<file path="config.mk">
export PLATFORM = sky130hd
export DESIGN_NAME = conv_window_ctrl
export DESIGN_NICKNAME = d
export VERILOG_FILES = /design/src/rtl/conv_pkg.sv /design/src/rtl/raster_counter.sv /design/src/rtl/conv_window_ctrl.sv
export SDC_FILE = /design/constraint.sdc
export NUM_CORES = 1
export LEC_CHECK = 0
export CAP_MARGIN = 20
export CELL_PAD_IN_SITES_DETAIL_PLACEMENT = 1
export CELL_PAD_IN_SITES_GLOBAL_PLACEMENT = 1
export CORE_UTILIZATION = 39
export CTS_BUF_LIST = sky130_fd_sc_hd__clkbuf_4 sky130_fd_sc_hd__clkbuf_8 sky130_fd_sc_hd__clkbuf_16
export DETAILED_ROUTE_END_ITERATION = 8
export PLACE_DENSITY_LB_ADDON = 0.1
export SYNTH_ARGS = -nofsm -noshare
export SYNTH_HDL_FRONTEND = slang
export SYNTH_SLANG_ARGS = --single-unit
export TNS_END_PERCENT = 100
</file>
<file path="constraint.sdc">
create_clock -name clk -period 2.45 [get_ports clk]
set_input_delay 0.245 -clock clk [delete_from_list [all_inputs] [get_ports clk]]
set_output_delay 0.245 -clock clk [all_outputs]
set_load 0.005 [all_outputs]
</file>
<file path="src/rtl/conv_pkg.sv">
// Shared types and default geometry for the streaming convolution window controller
// and the line-buffer top that instantiates it.
package conv_pkg;

    typedef enum logic [1:0] {
        StIdle,
        StRun,
        StDrain,
        StDone
    } state_e;

    localparam int unsigned DefImgW = 11;
    localparam int unsigned DefImgH = 8;
    localparam int unsigned DefK    = 3;

endpackage

</file>
<file path="src/rtl/raster_counter.sv">
// Raster-order column/row counter with synchronous clear, advance enable and a
// flag marking the last pixel of the frame.
module raster_counter #(
    parameter int unsigned Width  = 11,
    parameter int unsigned Height = 8,
    parameter int unsigned CW     = $clog2(Width),
    parameter int unsigned RW     = $clog2(Height)
) (
    input  logic          clk,
    input  logic          rstn,
    input  logic          clr,
    input  logic          en,
    output logic [CW-1:0] col,
    output logic [RW-1:0] row,
    output logic          last
);

    logic [CW-1:0] col_q, col_d;
    logic [RW-1:0] row_q, row_d;
    logic          col_end, row_end;

    always_comb begin
        col_end = (col_q == CW'(Width - 1));
        row_end = (row_q == RW'(Height - 1));
        col_d   = col_q;
        row_d   = row_q;
        if (clr) begin
            col_d = '0;
            row_d = '0;
        end else if (en) begin
            if (col_end) begin
                col_d = '0;
                // Wrapping past the final row returns to the frame origin.
                row_d = row_end ? '0 : row_q + RW'(1);
            end else begin
                col_d = col_q + CW'(1);
            end
        end
    end

    always_ff @(posedge clk or negedge rstn) begin
        if (!rstn) begin
            col_q <= '0;
            row_q <= '0;
        end else begin
            col_q <= col_d;
            row_q <= row_d;
        end
    end

    assign col  = col_q;
    assign row  = row_q;
    assign last = col_end & row_end;

endmodule

</file>
<file path="src/rtl/conv_window_ctrl.sv">
// Sequences the KxK line-buffer window: accepts raster pixels, drives the shared shift
// enable and presents each complete neighbourhood with a valid/ready handshake.
module conv_window_ctrl
    import conv_pkg::*;
#(
    parameter int unsigned IMG_W = DefImgW,
    parameter int unsigned IMG_H = DefImgH,
    parameter int unsigned K     = DefK,
    parameter int unsigned CW    = $clog2(IMG_W),
    parameter int unsigned RW    = $clog2(IMG_H)
) (
    input  logic          clk,
    input  logic          rstn,
    input  logic          start,
    input  logic          in_valid,
    output logic          in_ready,
    output logic          shift_en,
    output logic          win_valid,
    input  logic          win_ready,
    output logic [RW-1:0] win_row,
    output logic [CW-1:0] win_col,
    output logic          busy,
    output logic          frame_done
);

    state_e        state_q, state_d;
    logic          win_valid_q, win_valid_d;
    logic [RW-1:0] win_row_q, win_row_d;
    logic [CW-1:0] win_col_q, win_col_d;
    logic [CW-1:0] cnt_col;
    logic [RW-1:0] cnt_row;
    logic          cnt_last, cnt_clr, win_hit;

    raster_counter #(
        .Width  (IMG_W),
        .Height (IMG_H),
        .CW     (CW),
        .RW     (RW)
    ) u_raster_counter (
        .clk  (clk),
        .rstn (rstn),
        .clr  (cnt_clr),
        .en   (shift_en),
        .col  (cnt_col),
        .row  (cnt_row),
        .last (cnt_last)
    );

    // A held window blocks shifting so the line-buffer contents stay stable under it.
    assign in_ready = (state_q == StRun) && (!win_valid_q || win_ready);
    assign shift_en = in_valid & in_ready;
    assign win_hit  = shift_en && (cnt_row >= RW'(K - 1)) && (cnt_col >= CW'(K - 1));

    always_comb begin
        state_d    = state_q;
        cnt_clr    = 1'b0;
        frame_done = 1'b0;
        unique case (state_q)
            StIdle: begin
                if (start) begin
                    state_d = StRun;
                    cnt_clr = 1'b1;
                end
            end
            StRun: begin
                if (shift_en && cnt_last) state_d = StDrain;
            end
            StDrain: begin
                if (win_valid_q && win_ready) state_d = StDone;
            end
            StDone: begin
                frame_done = 1'b1;
                state_d    = StIdle;
            end
            default: state_d = StIdle;
        endcase
    end

    always_comb begin
        win_valid_d = win_valid_q;
        win_row_d   = win_row_q;
        win_col_d   = win_col_q;
        // A qualifying shift in the consume cycle replaces the window back-to-back.
        if (win_hit) begin
            win_valid_d = 1'b1;
            win_row_d   = cnt_row;
            win_col_d   = cnt_col;
        end else if (win_ready) begin
            win_valid_d = 1'b0;
        end
    end

    always_ff @(posedge clk or negedge rstn) begin
        if (!rstn) begin
            state_q     <= StIdle;
            win_valid_q <= 1'b0;
            win_row_q   <= '0;
            win_col_q   <= '0;
        end else begin
            state_q     <= state_d;
            win_valid_q <= win_valid_d;
            win_row_q   <= win_row_d;
            win_col_q   <= win_col_d;
        end
    end

    assign win_valid = win_valid_q;
    assign win_row   = win_row_q;
    assign win_col   = win_col_q;
    assign busy      = (state_q != StIdle);

endmodule

</file>
; ---- Yosys cells after proc, flatten, opt, wreduce, memory -nomap -nowiden
; Index checks and enable logic that the tools add are counted.
[op_classes]
n_eq_ne = 8
order_cmp = 2
shift = 0
reduce_logical = 14
mul = 0
n_mux = 16
div = 0
bitwise = 2
add_sub_neg = 2
[ops]
columns = cell, n
row1 = $mux W3, 4
row2 = $mux W4, 3
row3 = $pmux W2 S4, 1
row4 = $reduce_bool A2 Y1, 4
row5 = $mux W2, 3
row6 = $logic_and A1 B1 Y1, 5
row7 = $mux W1, 5
row8 = $add A4 B1 Y4 const B, 1
row9 = $eq A2 B2 Y1 const B, 2
row10 = $eq A4 B4 Y1 const B, 1
row11 = $ge A4 B2 Y1 const B, 1
row12 = $ne A2 B2 Y1 const B, 2
row13 = $add A3 B1 Y3 const B, 1
row14 = $eq A3 B3 Y1 const B, 1
row15 = $ge A3 B2 Y1 const B, 1
row16 = $reduce_and A3 Y1, 1
row17 = $and A1 B1 Y1, 2
row18 = $eq A2 B1 Y1 const B, 1
row19 = $logic_not A2 Y1, 1
row20 = $ne A2 B1 Y1 const B, 1
row21 = $reduce_and A2 Y1, 1
row22 = $logic_not A1 Y1, 1
row23 = $logic_or A1 B1 Y1, 1
[word_totals]
regBits = 17
latch_bits = 0
in_bits = 5
mem_bits_rw = 0
mem_bits_ro = 0
memories = 0
word_cells = 50

; ---- Logic depth before layout (Yosys ltp)
[depth]
word_depth = 7
ltp_mapped = 6

; ---- Modules after synthesis
; From an unflattened synthesis, not the netlist that was laid out.
[unflattened]
cells_unflattened = 81
area_unflattened_um2 = 912.1
[modules_own_cells]
columns = mod, seq_area_each_um2, cells_each, instances, area_each_um2
row1 = conv_window_ctrl, 250.2, 42, 1, 505.5
row2 = raster_counter, 175.2, 39, 1, 406.6

; ---- Worst setup path before layout
; Ideal clock, no wire load.
[synth_timing]
path_kind = reg-to-reg
startpoint = register u_raster_counter.row_q[0] (netlist: u_raster_counter.row[0])
endpoint = register state_q[1]
required_time_ns = 2.322
arrival_time_ns = 1.669
stages_incl_launch_ff = 7
path_buffers = 0
path_slack_ns = 0.653
period_less_slack_ns = 1.797
cell_sequence = dfrtp_1 > ha_1 > ha_1 > inv_1 > o41a_1 > a221oi_2 > mux2_1
[synth_between]
elab_chain_cells = 5
[synth_lines]
columns = item, line
row1 = start: declaration, raster_counter.sv:19  ; logic [RW-1:0] row_q, row_d;
row2 = start signal: assignment, raster_counter.sv:47  ; row_q <= row_d;
row3 = $eq A3 B3 Y1, raster_counter.sv:24  ; row_end = (row_q == RW'(Height - 1));
row4 = $and A1 B1 Y1, raster_counter.sv:53  ; assign last = col_end & row_end;
row5 = $logic_and A1 B1 Y1, conv_window_ctrl.sv:66  ; if (shift_en && cnt_last) state_d = StDrain;
row6 = $ne A2 B1 Y1 (no line), -
row7 = $reduce_and A3 Y1 (no line), -
row8 = end signal: assignment, conv_window_ctrl.sv:95  ; state_q <= StIdle;
row9 = end signal: assignment, conv_window_ctrl.sv:100  ; state_q <= state_d;
row10 = end: declaration, conv_window_ctrl.sv:26  ; state_e state_q, state_d;
; Every way passes these cells.
; A chain may end at the register's enable or synchronous reset.

; ---- Final worst setup path
[layout_timing]
startpoint = register state_q[1]
endpoint = output shift_en
[layout_between]
elab_chain_cells = 3
[layout_lines]
columns = item, line
row1 = $eq A2 B1 Y1, conv_window_ctrl.sv:50  ; assign in_ready = (state_q == StRun) && (!win_valid_q || win_ready);
row2 = $logic_and A1 B1 Y1, conv_window_ctrl.sv:50
row3 = $and A1 B1 Y1, conv_window_ctrl.sv:51  ; assign shift_en = in_valid & in_ready;
row4 = end: declaration, conv_window_ctrl.sv:17  ; output logic shift_en,
; Every way passes these cells.

==> flow_summary.ini <==
[outcome]
status = finished clean

[floorplanning]
pin_count = 17
fp-row-count = 17
dieArea_mm2 = 0.002530
start_util = 0.4112
die_height_um = 50.30
fp.dieW_um = 50.30
core_mm2 = 0.002212

[clock_network]
cts_hold_buf = 0
clk_pin_slew_worst_paths_ns = 0.10
cts_setup_buffers = 0
cts_tree = built
htree_num_levels = 1
cts_resized = 0
clock-sinks = 17
root_buffer = clkbuf_4
clk_path_buf_depth = 2
clk_latency_ns = 0.28
numCtsBuffers = 3

[route]
drtIter0Drc = 13
wl_mm = 1.812
first_pass_iters = 4
wl_per_cell_um = 14.38
viasPerCell = 5.159
drc = 0
vias = 650
ant_nets = 0

[global_routing]
grt_pass1_vias = 723
overflow = 0
globalRouteTotalUtil = 0.1744
antenna_found_initial = 0
grt_pass1_wl_mm = 3.263
grt_max_degree = 18

[logic_synthesis]
netlist_area_um2 = 909.6
yosysSeqAreaShare = 0.4677
ys_ff_latch = 17
synthSimpleGateAreaFrac = 0.1252
synth-xor-area-share = 0
synth.avg_cell_area_um2 = 11.66
synthMuxAreaShare = 0.06190
syn_nets = 92
ys_warn_count = 0
synth_compound_gate_area_share = 0.1843
synth_cell_types = 28
synth_top_family_by_area = compound AO/OA/AOI/OAI gates
synthAdderAreaFrac = 0.1238
synth_cells = 78

[layout]
drive_gt1_frac = 0.1327
areaGrowthSynthToFinish_pct = 24.76
stdcell_count = 126
diodes = 0
final_net_count = 113

[worst_setup_path]
endpoint = shift_en
cp.arrival_ns = 1.82
r2r_start = u_raster_counter.row[0]
worstSetupEndpointType = primary output
worst-r2r-setup-slack_ns = 0.48
regToRegEndpoint = state_q[1]
worst_setup_path_start_kind = flop
criticalPathCategory = flop to primary output
crit_fanout = 4
worstRegToRegCells = 6
crit_path_start = state_q[1]
crit_required_ns = 2.20

[timing]
post-route-period-util = 0.8410
tightest_slew_ns = 0.7871
max-slew-margin-rel = 0.4736
setup_viol = 0
rsz0062_at_grt = no
skew_ns = 0.001730
hold_viol = 0
finalSetupTns_ns = 0
post-route-min-period_ns = 2.061
drv_slew = 0
fmax_mhz = 485.3

[pwr]
powerDensity_mw_per_mm2 = 958.0
peakVddDrop_mv = 0.4606
p_leak_nw = 0.5699

[place]
routabilityCongestion = 0.7538
io_buffers = 16
dpl.hpwl_mm = 1.406
post-place-cells = 122

[min_path]
hold_class = input port to asynchronous set/reset pin

[job]
drv_cap = 0
-- layer usage --
metal,GRT usage,wire length (µm),vias up
met5,0,0,-
met4,0.05556,9,0
met3,0.03030,51,2
met2,0.2933,878,8
met1,0.2261,872,321
li1,-,-,319
-- worst max-delay path, cell delays in order (launching register included) --
cell	delay (ns)
dfrtp_1	0.43
inv_1	0.10
ha_1	0.21
nand3_1	0.16
inv_1	0.13
clkdlybuf4s50_1	0.50
-- logic make-up (layout without fill, tap and decap cells) --
logic type      count (synthesis)  after routing
fa+ha+maj                       9              9
flops                          17             17
simple gates                   21             21
compound gates                 17             17
buf+inv                         9             29
mux                             5              5
-- sequential cells by signal, indices dropped and copies added, names as in the netlist --
| name | flops |
|---|---|
| u_raster_counter.row | 3 |
| win_col | 4 |
| u_raster_counter.col | 4 |
| state_q | 2 |
| win_valid | 1 |
| win_row | 3 |
-- power by group --
group	switching (mW)	internal [mW]
Combinational	0.206	0.263
Clock	0.0841	0.0741
Sequential	0.0959	0.363
Total	0.386	0.701
-- per-stage QoR --
stage            util  cell area, µm²  hold WS (ns)  setup slack, ns  power, mW
4_1_cts        0.5130            1135        0.4385           0.3550      1.101
6_report       0.5130            1135        0.4127           0.3894      1.087
3_3_place_gp   0.4994            1105        0.4764           0.5026     0.9194
3_5_place_dp   0.4994            1105        0.4872           0.4716     0.9372
2_1_floorplan       -           909.6      -0.05059           0.6534     0.7284
5_1_grt        0.5130            1135        0.4663           0.2542      1.180
-- placed cells by master (no fill, tap or decap), drive strengths merged --
cell type	instances
mux2	5
nand3b	1
clkdlybuf4s50	16
a32o	1
dfrtp	17
nand2b	1
o41a	1
nand3	2
o31ai	1
and2	1
a22o	7
o21ai	2
a21oi	1
o32a	1
nor2b	1
nor2	2
o41ai	1
inv	9
and2b	2
nand2	7
nor3	2
ha	9
a221oi	1
a21o	1
clkbuf	4
and3	2
-- worst min-delay path by stage --
stage               startpoint                 endpoint  slack (ns)
floorplan                 rstn               state_q[0]       -0.05
global placement    win_row[1]               win_row[1]        0.48
detailed placement  win_col[3]               win_col[3]        0.49
CTS                       rstn               win_row[2]        0.44
global route              rstn  u_raster_counter.row[2]        0.47
finish                    rstn               win_row[2]        0.41
-- Yosys cell counts --
master | n | area, µm²
dfrtp_1 | 17 | 425.4
ha_1 | 9 | 112.6
inv_1 | 9 | 33.78
nand2_1 | 7 | 26.28
a22o_1 | 5 | 43.79
mux2_2 | 3 | 33.78
a22o_2 | 2 | 20.02
and3_1 | 2 | 12.51
mux2_1 | 2 | 22.52
nand3_1 | 2 | 10.01
nor2_1 | 2 | 7.510
o21ai_0 | 2 | 10.01
a21o_1 | 1 | 7.510
a21oi_1 | 1 | 5.000
a221oi_2 | 1 | 15.01
a32o_1 | 1 | 10.01
and2_1 | 1 | 6.260
and2b_1 | 1 | 7.510
and2b_2 | 1 | 8.760
nand2b_1 | 1 | 6.260
nand3b_1 | 1 | 7.510
nor2b_1 | 1 | 6.260
nor3_1 | 1 | 5.000
nor3_2 | 1 | 10.01
o31ai_1 | 1 | 7.510
o32a_1 | 1 | 10.01
o41a_1 | 1 | 11.26
o41ai_4 | 1 | 27.53
-- cell type report --
type / instances / area (µm²)
Multi-Input combinational cell: 52 / 450.4
Fill cell: 256 / 1077
Sequential cell: 17 / 425.4
Inverter: 9 / 33.78
Timing Repair Buffer: 16 / 160.2
Clock buffer: 4 / 30.03
Tap cell: 28 / 35.03
(Power assumes the default switching activity.)
